==> config.mk <==
export PLATFORM = sky130hd
export DESIGN_NAME = core_mem_arbiter
export DESIGN_NICKNAME = d
export VERILOG_FILES = /design/src/rtl/core_mem_arbiter.sv
export SDC_FILE = /design/constraint.sdc
export NUM_CORES = 1
export LEC_CHECK = 0
export ABC_AREA = 1
export BUFFER_PORTS_ARGS = -buffer_cell sky130_fd_sc_hd__buf_2
export CAP_MARGIN = 10
export CORE_AREA = 2 2 108 110
export CTS_BUF_LIST = sky130_fd_sc_hd__clkbuf_16
export CTS_CLUSTER_DIAMETER = 40
export DETAILED_ROUTE_END_ITERATION = 6
export DIE_AREA = 0 0 110 112
export PLACE_DENSITY_LB_ADDON = 0.12
export SETUP_SLACK_MARGIN = 0.1
export SLEW_MARGIN = 10
export SYNTH_ARGS = -nofsm -noshare
export SYNTH_HDL_FRONTEND = slang
export SYNTH_SLANG_ARGS = --single-unit
==> constraint.sdc <==
create_clock -name clk -period 1.79 [get_ports clk]
set_input_delay 0.2685 -clock clk [delete_from_list [all_inputs] [get_ports clk]]
set_output_delay 0.2685 -clock clk [all_outputs]
set_load 0.005 [all_outputs]
==> src/rtl/core_mem_arbiter.sv <==
// Round-robin arbiter sharing one memory port between the core's iBus and dBus.
// One outstanding transaction; the response is routed to the granted side, with a timeout.
module core_mem_arbiter #(
    parameter int unsigned TIMEOUT = 256,
    parameter int unsigned ADDR_W  = 32
) (
    input  logic              clk,
    input  logic              rstf,
    input  logic              iBus_cmd_valid,
    output logic              iBus_cmd_ready,
    input  logic [ADDR_W-1:0] iBus_cmd_payload_pc,
    output logic              iBus_rsp_ready,
    output logic              iBus_rsp_err,
    output logic [31:0]       iBus_rsp_instr,
    input  logic              dBus_cmd_valid,
    output logic              dBus_cmd_ready,
    input  logic [ADDR_W-1:0] dBus_cmd_payload_addr,
    input  logic [31:0]       dBus_cmd_payload_data,
    input  logic [3:0]        dBus_cmd_payload_size,
    input  logic              dBus_cmd_payload_wr,
    output logic              dBus_rsp_valid,
    output logic [31:0]       dBus_rsp_data,
    output logic              dBus_rsp_error,
    output logic              mem_cmd_valid,
    input  logic              mem_cmd_ready,
    output logic [ADDR_W-1:0] mem_cmd_addr,
    output logic [31:0]       mem_cmd_data,
    output logic [3:0]        mem_cmd_mask,
    output logic              mem_cmd_wr,
    input  logic              mem_rsp_valid,
    input  logic [31:0]       mem_rsp_data,
    input  logic              mem_rsp_error
);

    localparam int unsigned TW = (TIMEOUT > 1) ? $clog2(TIMEOUT) : 1;
    localparam logic [TW-1:0] TMAX = TW'(TIMEOUT - 1);

    typedef enum logic [1:0] {StIdle, StCmd, StRsp} state_e;

    state_e            state_q, state_d;
    logic              last_dbus_q, last_dbus_d;  // also identifies the in-flight owner
    logic [ADDR_W-1:0] addr_q, addr_d;
    logic [31:0]       data_q, data_d;
    logic [3:0]        mask_q, mask_d;
    logic              wr_q, wr_d;
    logic [TW-1:0]     timer_q, timer_d;

    logic              pick_dbus;
    logic              timeout_hit;
    logic              rsp_fire;
    logic              rsp_err;
    logic [31:0]       rsp_data;

    always_ff @(posedge clk or negedge rstf) begin
        if (!rstf) begin
            state_q     <= StIdle;
            last_dbus_q <= 1'b0;
            addr_q      <= '0;
            data_q      <= '0;
            mask_q      <= '0;
            wr_q        <= 1'b0;
            timer_q     <= '0;
        end else begin
            state_q     <= state_d;
            last_dbus_q <= last_dbus_d;
            addr_q      <= addr_d;
            data_q      <= data_d;
            mask_q      <= mask_d;
            wr_q        <= wr_d;
            timer_q     <= timer_d;
        end
    end

    assign mem_cmd_addr = addr_q;
    assign mem_cmd_data = data_q;
    assign mem_cmd_mask = mask_q;
    assign mem_cmd_wr   = wr_q;

    always_comb begin
        state_d        = state_q;
        last_dbus_d    = last_dbus_q;
        addr_d         = addr_q;
        data_d         = data_q;
        mask_d         = mask_q;
        wr_d           = wr_q;
        timer_d        = timer_q;
        pick_dbus      = 1'b0;
        timeout_hit    = 1'b0;
        rsp_fire       = 1'b0;
        rsp_err        = 1'b0;
        rsp_data       = '0;
        iBus_cmd_ready = 1'b0;
        dBus_cmd_ready = 1'b0;
        mem_cmd_valid  = 1'b0;

        unique case (state_q)
            StIdle: begin
                // Gating on rstf keeps ready low while reset is held.
                if (rstf && (iBus_cmd_valid || dBus_cmd_valid)) begin
                    pick_dbus   = dBus_cmd_valid && (!iBus_cmd_valid || !last_dbus_q);
                    last_dbus_d = pick_dbus;
                    state_d     = StCmd;
                    if (pick_dbus) begin
                        dBus_cmd_ready = 1'b1;
                        addr_d         = dBus_cmd_payload_addr;
                        data_d         = dBus_cmd_payload_data;
                        mask_d         = dBus_cmd_payload_size;
                        wr_d           = dBus_cmd_payload_wr;
                    end else begin
                        iBus_cmd_ready = 1'b1;
                        addr_d         = iBus_cmd_payload_pc;
                        data_d         = '0;
                        mask_d         = 4'b1111;
                        wr_d           = 1'b0;
                    end
                end
            end
            StCmd: begin
                mem_cmd_valid = 1'b1;
                if (mem_cmd_ready) begin
                    state_d = StRsp;
                    timer_d = '0;
                end
            end
            StRsp: begin
                timeout_hit = (TIMEOUT != 0) && (timer_q == TMAX);
                if (mem_rsp_valid || timeout_hit) begin
                    // A real response on the timeout cycle takes priority.
                    rsp_fire = 1'b1;
                    rsp_err  = mem_rsp_valid ? mem_rsp_error : 1'b1;
                    rsp_data = mem_rsp_valid ? mem_rsp_data : 32'h0;
                    state_d  = StIdle;
                end else if ((TIMEOUT != 0) && (timer_q != TMAX)) begin
                    timer_d = timer_q + TW'(1);
                end
            end
            default: state_d = StIdle;
        endcase
    end

    always_comb begin
        iBus_rsp_ready = rsp_fire && !last_dbus_q;
        iBus_rsp_err   = iBus_rsp_ready ? rsp_err : 1'b0;
        iBus_rsp_instr = iBus_rsp_ready ? rsp_data : 32'h0;
        dBus_rsp_valid = rsp_fire && last_dbus_q;
        dBus_rsp_error = dBus_rsp_valid ? rsp_err : 1'b0;
        dBus_rsp_data  = dBus_rsp_valid ? rsp_data : 32'h0;
    end

endmodule

==> impl_metrics.sql <==
INSERT INTO impl_metrics (metric_group, metric, value, unit) VALUES
('finish', 'layout-area-overhead-vs-synth', '69.4', '%'),
('detailed_routing', 'highest_layer', 'met4', ''),
('floorplanning', 'placeable_core_region', '11200', 'µm²'),
('critical_path', 'peak_fanout_along_the_critical_path', '8', ''),
('floorplanning', 'rows', '39', ''),
('detailed_routing', 'initialDrtViolationCount', '194', ''),
('sta', 'fin_tns_setup', '-4080', 'ps'),
('finish', 'postLayoutCoreUtil', '59.8', '%'),
('sta', 'final-setup-viol-count', '65', ''),
('detailed_routing', 'detail_route.drc_violations', '0', ''),
('yosys', 'synth_seq_area_share', '50.7', '%'),
('detailed_routing', 'wl', '14.6', 'mm'),
('yosys', 'yosys.cell_types.count', '25', ''),
('detailed_routing', 'via_per_inst', '4.65', ''),
('detailed_routing', 'routed-wl-met2', '7.45', 'mm'),
('worst_hold_path', 'hold-path-cell-count', '3', ''),
('finish', 'n_fill_cell', '981', ''),
('detailed_routing', 'detailed_routing_iterations_pass_1', '4', ''),
('yosys', 'mappedNetlistArea', '3950', 'µm²'),
('clock_tree', 'cts-root-to-sink-buffers', '2', ''),
('yosys', 'synthesis.nets', '668', ''),
('critical_path', 'critical_path.reg2reg.startpoint', 'state_q[0]', ''),
('critical_path', 'worst_r2r_path_depth', '11', ''),
('clock_tree', 'cts_tree', 'done', ''),
('floorplanning', 'start_util', '35.3', '%'),
('critical_path', 'timing.reg2reg.setup_slack', '200', 'ps'),
('yosys', 'postSynthCellCount', '527', ''),
('sta', 'worst_pin_slew', '507', 'ps'),
('clock_tree', 'cts_h_tree_depth', '3', ''),
('grt', 'grt_usage', '21.2', '%'),
('sta', 'rsz0062_at_grt', 'yes', ''),
('placement', 'portBuffers', '279', ''),
('clock_tree', 'clkSlewWorstSetupHoldPaths', '60', 'ps'),
('sta', 'final.setup_skew', '5.84', 'ps'),
('pwr', 'vdd_ir_drop_max', '889', 'µV'),
('pwr', 'power', '8.40', 'mW'),
('outcome', 'result_of_the_run', 'finished, violations left', ''),
('yosys', 'synth_area_per_cell', '7.49', 'µm²'),
('worst_hold_path', 'holdCritPathClass', 'input port to flip-flop', ''),
('sta', 'post-route-min-period', '1930', 'ps'),
('clock_tree', 'total_clock_buffers_created_by_cts', '9', ''),
('critical_path', 'worst_ep_arrival_time', '1660', 'ps'),
('yosys', 'synth.ff_latch_count', '80', ''),
('grt', 'grt_antenna_before_repair', '3', ''),
('sta', 'achievable-frequency', '0.519', 'GHz'),
('placement', 'post-dp-hpwl', '10.1', 'mm'),
('critical_path', 'worst-endpoint-required', '1520', 'ps'),
('sta', 'setup_ws', '-136', 'ps'),
('grt', 'global_route.overflow_total', '0', ''),
('detailed_routing', 'vias', '4585', ''),
('finish', 'design.final.nets', '976', ''),
('critical_path', 'crit_path_from', 'state_q[0]', ''),
('floorplanning', 'die_height', '112', 'µm'),
('sta', 'maxSlewViolCount', '0', ''),
('yosys', 'synth.top_cells.by_area', 'sky130_fd_sc_hd__dfrtp_1 51%, sky130_fd_sc_hd__nand2_1 25%, sky130_fd_sc_hd__nor2_1 7.9%', ''),
('worst_hold_path', 'hold_path_startpoint', 'dBus_cmd_payload_data[27]', ''),
('pwr', 'power_density', '1260', 'nW/µm²'),
('outcome', 'failing_checks', 'setup timing', ''),
('clock_tree', 'skew_pair_late_insertion_delay', '340', 'ps'),
('grt', 'vias_in_the_first_global_route', '4045', ''),
('worst_hold_path', 'hold-path-endpoint', 'mem_cmd_data[27]', ''),
('detailed_routing', 'antenna_violating_nets_post_route', '0', ''),
('floorplanning', 'fp.dieW', '110', 'µm'),
('grt', 'wire_length_of_the_first_global_routing_pass', '20.1', 'mm'),
('critical_path', 'regToRegEndpoint', 'mem_cmd_addr[18]', ''),
('clock_tree', 'tritoncts_num_sinks', '80', ''),
('floorplanning', 'floorplan.die_area', '12300', 'µm²'),
('critical_path', 'setup.worst_path.class', 'flip-flop to output port', ''),
('detailed_routing', 'wire_per_inst', '14.8', 'µm'),
('pwr', 'power_leakage', '3.86', 'nW'),
('floorplanning', 'boundaryPins', '280', '');
==> worst max-delay path, cell delays in order, from the launching register on <==
cell and delay [ps]:
sky130_fd_sc_hd__dfrtp_1 380, sky130_fd_sc_hd__inv_2 90, sky130_fd_sc_hd__nand2_4 80, sky130_fd_sc_hd__nor2_4 120, sky130_fd_sc_hd__buf_6 130, sky130_fd_sc_hd__clkbuf_16 190
sky130_fd_sc_hd__nand2_2 60, sky130_fd_sc_hd__nor2_1 130, sky130_fd_sc_hd__buf_2 140
==> layout by cell type, fill, tap and decap left out, drive strengths merged, types with 2 or more instances in the layout <==
cell      n
clkbuf   13
nand2   267
clkinv    3
nor2     85
diode     4
nor3      2
dfrtp    80
o22a      4
buf     319
o21ai     3
inv      13
nand3    42
bufinv    2
==> logic make-up (layout without fill, tap and decap cells) <==
group | Yosys count | after routing | share of synthesized area (%)
other | 0 | 4 | 0
flip-flops | 80 | 80 | 50.7
buffers and inverters | 39 | 352 | 5.93
AO/OA/AOI/OAI | 9 | 9 | 1.65
AND/OR/NAND/NOR | 397 | 397 | 41.2
XOR/XNOR | 1 | 1 | 0.222
adder cells (fa/ha/maj) | 1 | 1 | 0.317
==> power breakdown <==
part,internal (mW),switching [mW],leakage [nW],total (mW)
Combinational,1.53,1.96,2.68,3.48
Sequential,2.54,0.411,1.02,2.95
Clock,1.22,0.745,0.158,1.97
==> area by class of cell <==
cell class,instances,area (µm²),area share [%]
clock buffers,9,225,3.37
clock inverters,7,93.8,1.40
inverters,12,57.6,0.861
multi-input cells,408,2220,33.2
well taps,143,179,2.68
repair buffers,324,1900,28.4
diodes,4,10.0,0.150
flip-flops and latches,80,2000,30.0
==> metrics by stage <==
stage	std cells	setup WS (ps)	area (µm²)	hold WS [ps]
2_1_floorplan	527	358	3950	-27.1
3_3_place_gp	939	145	5490	305
3_5_place_dp	939	179	5490	318
4_1_cts	971	-29.0	6000	110
5_1_grt	984	-186	6680	116
6_report	987	-136	6680	119
==> layer usage <==
metal	up-vias	global-route usage [%]
met5	-	0
met4	0	7.68
met3	29	6.50
met2	201	37.0
met1	2109	24.1
li1	2246	-
==> what timing repair did <==
action                                  in CTS  in global routing
buffers inserted                            14                  8
cloned                                       1                  4
pin swaps                                    9                 33
hold buffers                                 1                  0
hold endpoints to repair                    25                  0
resized for setup                           14                136
endpoints found under the setup margin      70                136
==> worst max path at each step <==
stage / endpoint / slack [ps]
6_report: dBus_rsp_data[2] / -140
5_1_grt: iBus_rsp_err / -190
4_1_cts: iBus_rsp_instr[0] / -30
3_5_place_dp: iBus_cmd_ready / 180
3_3_place_gp: iBus_cmd_ready / 140
2_1_floorplan: dBus_rsp_data[10] / 360
==> flip-flops by register name, indices dropped and copies added, names as in the netlist <==
name,flops
timer_q,8
state_q,2
mem_cmd_data,32
mem_cmd_mask,4
mem_cmd_wr,1
mem_cmd_addr,32
last_dbus_q,1
==> cell usage after synthesis (all sizes together) <==
master and count:
dfrtp 80, nor3 2, xnor2 1, clkinv 2
o22a 4, nand2 267, buf 19, o21ai 3
nor3b 1, o31ai 1, inv 10, nor2 85
ha 1, nand3 42, clkbuf 8, o21bai 1
(Power assumes the default switching activity.)
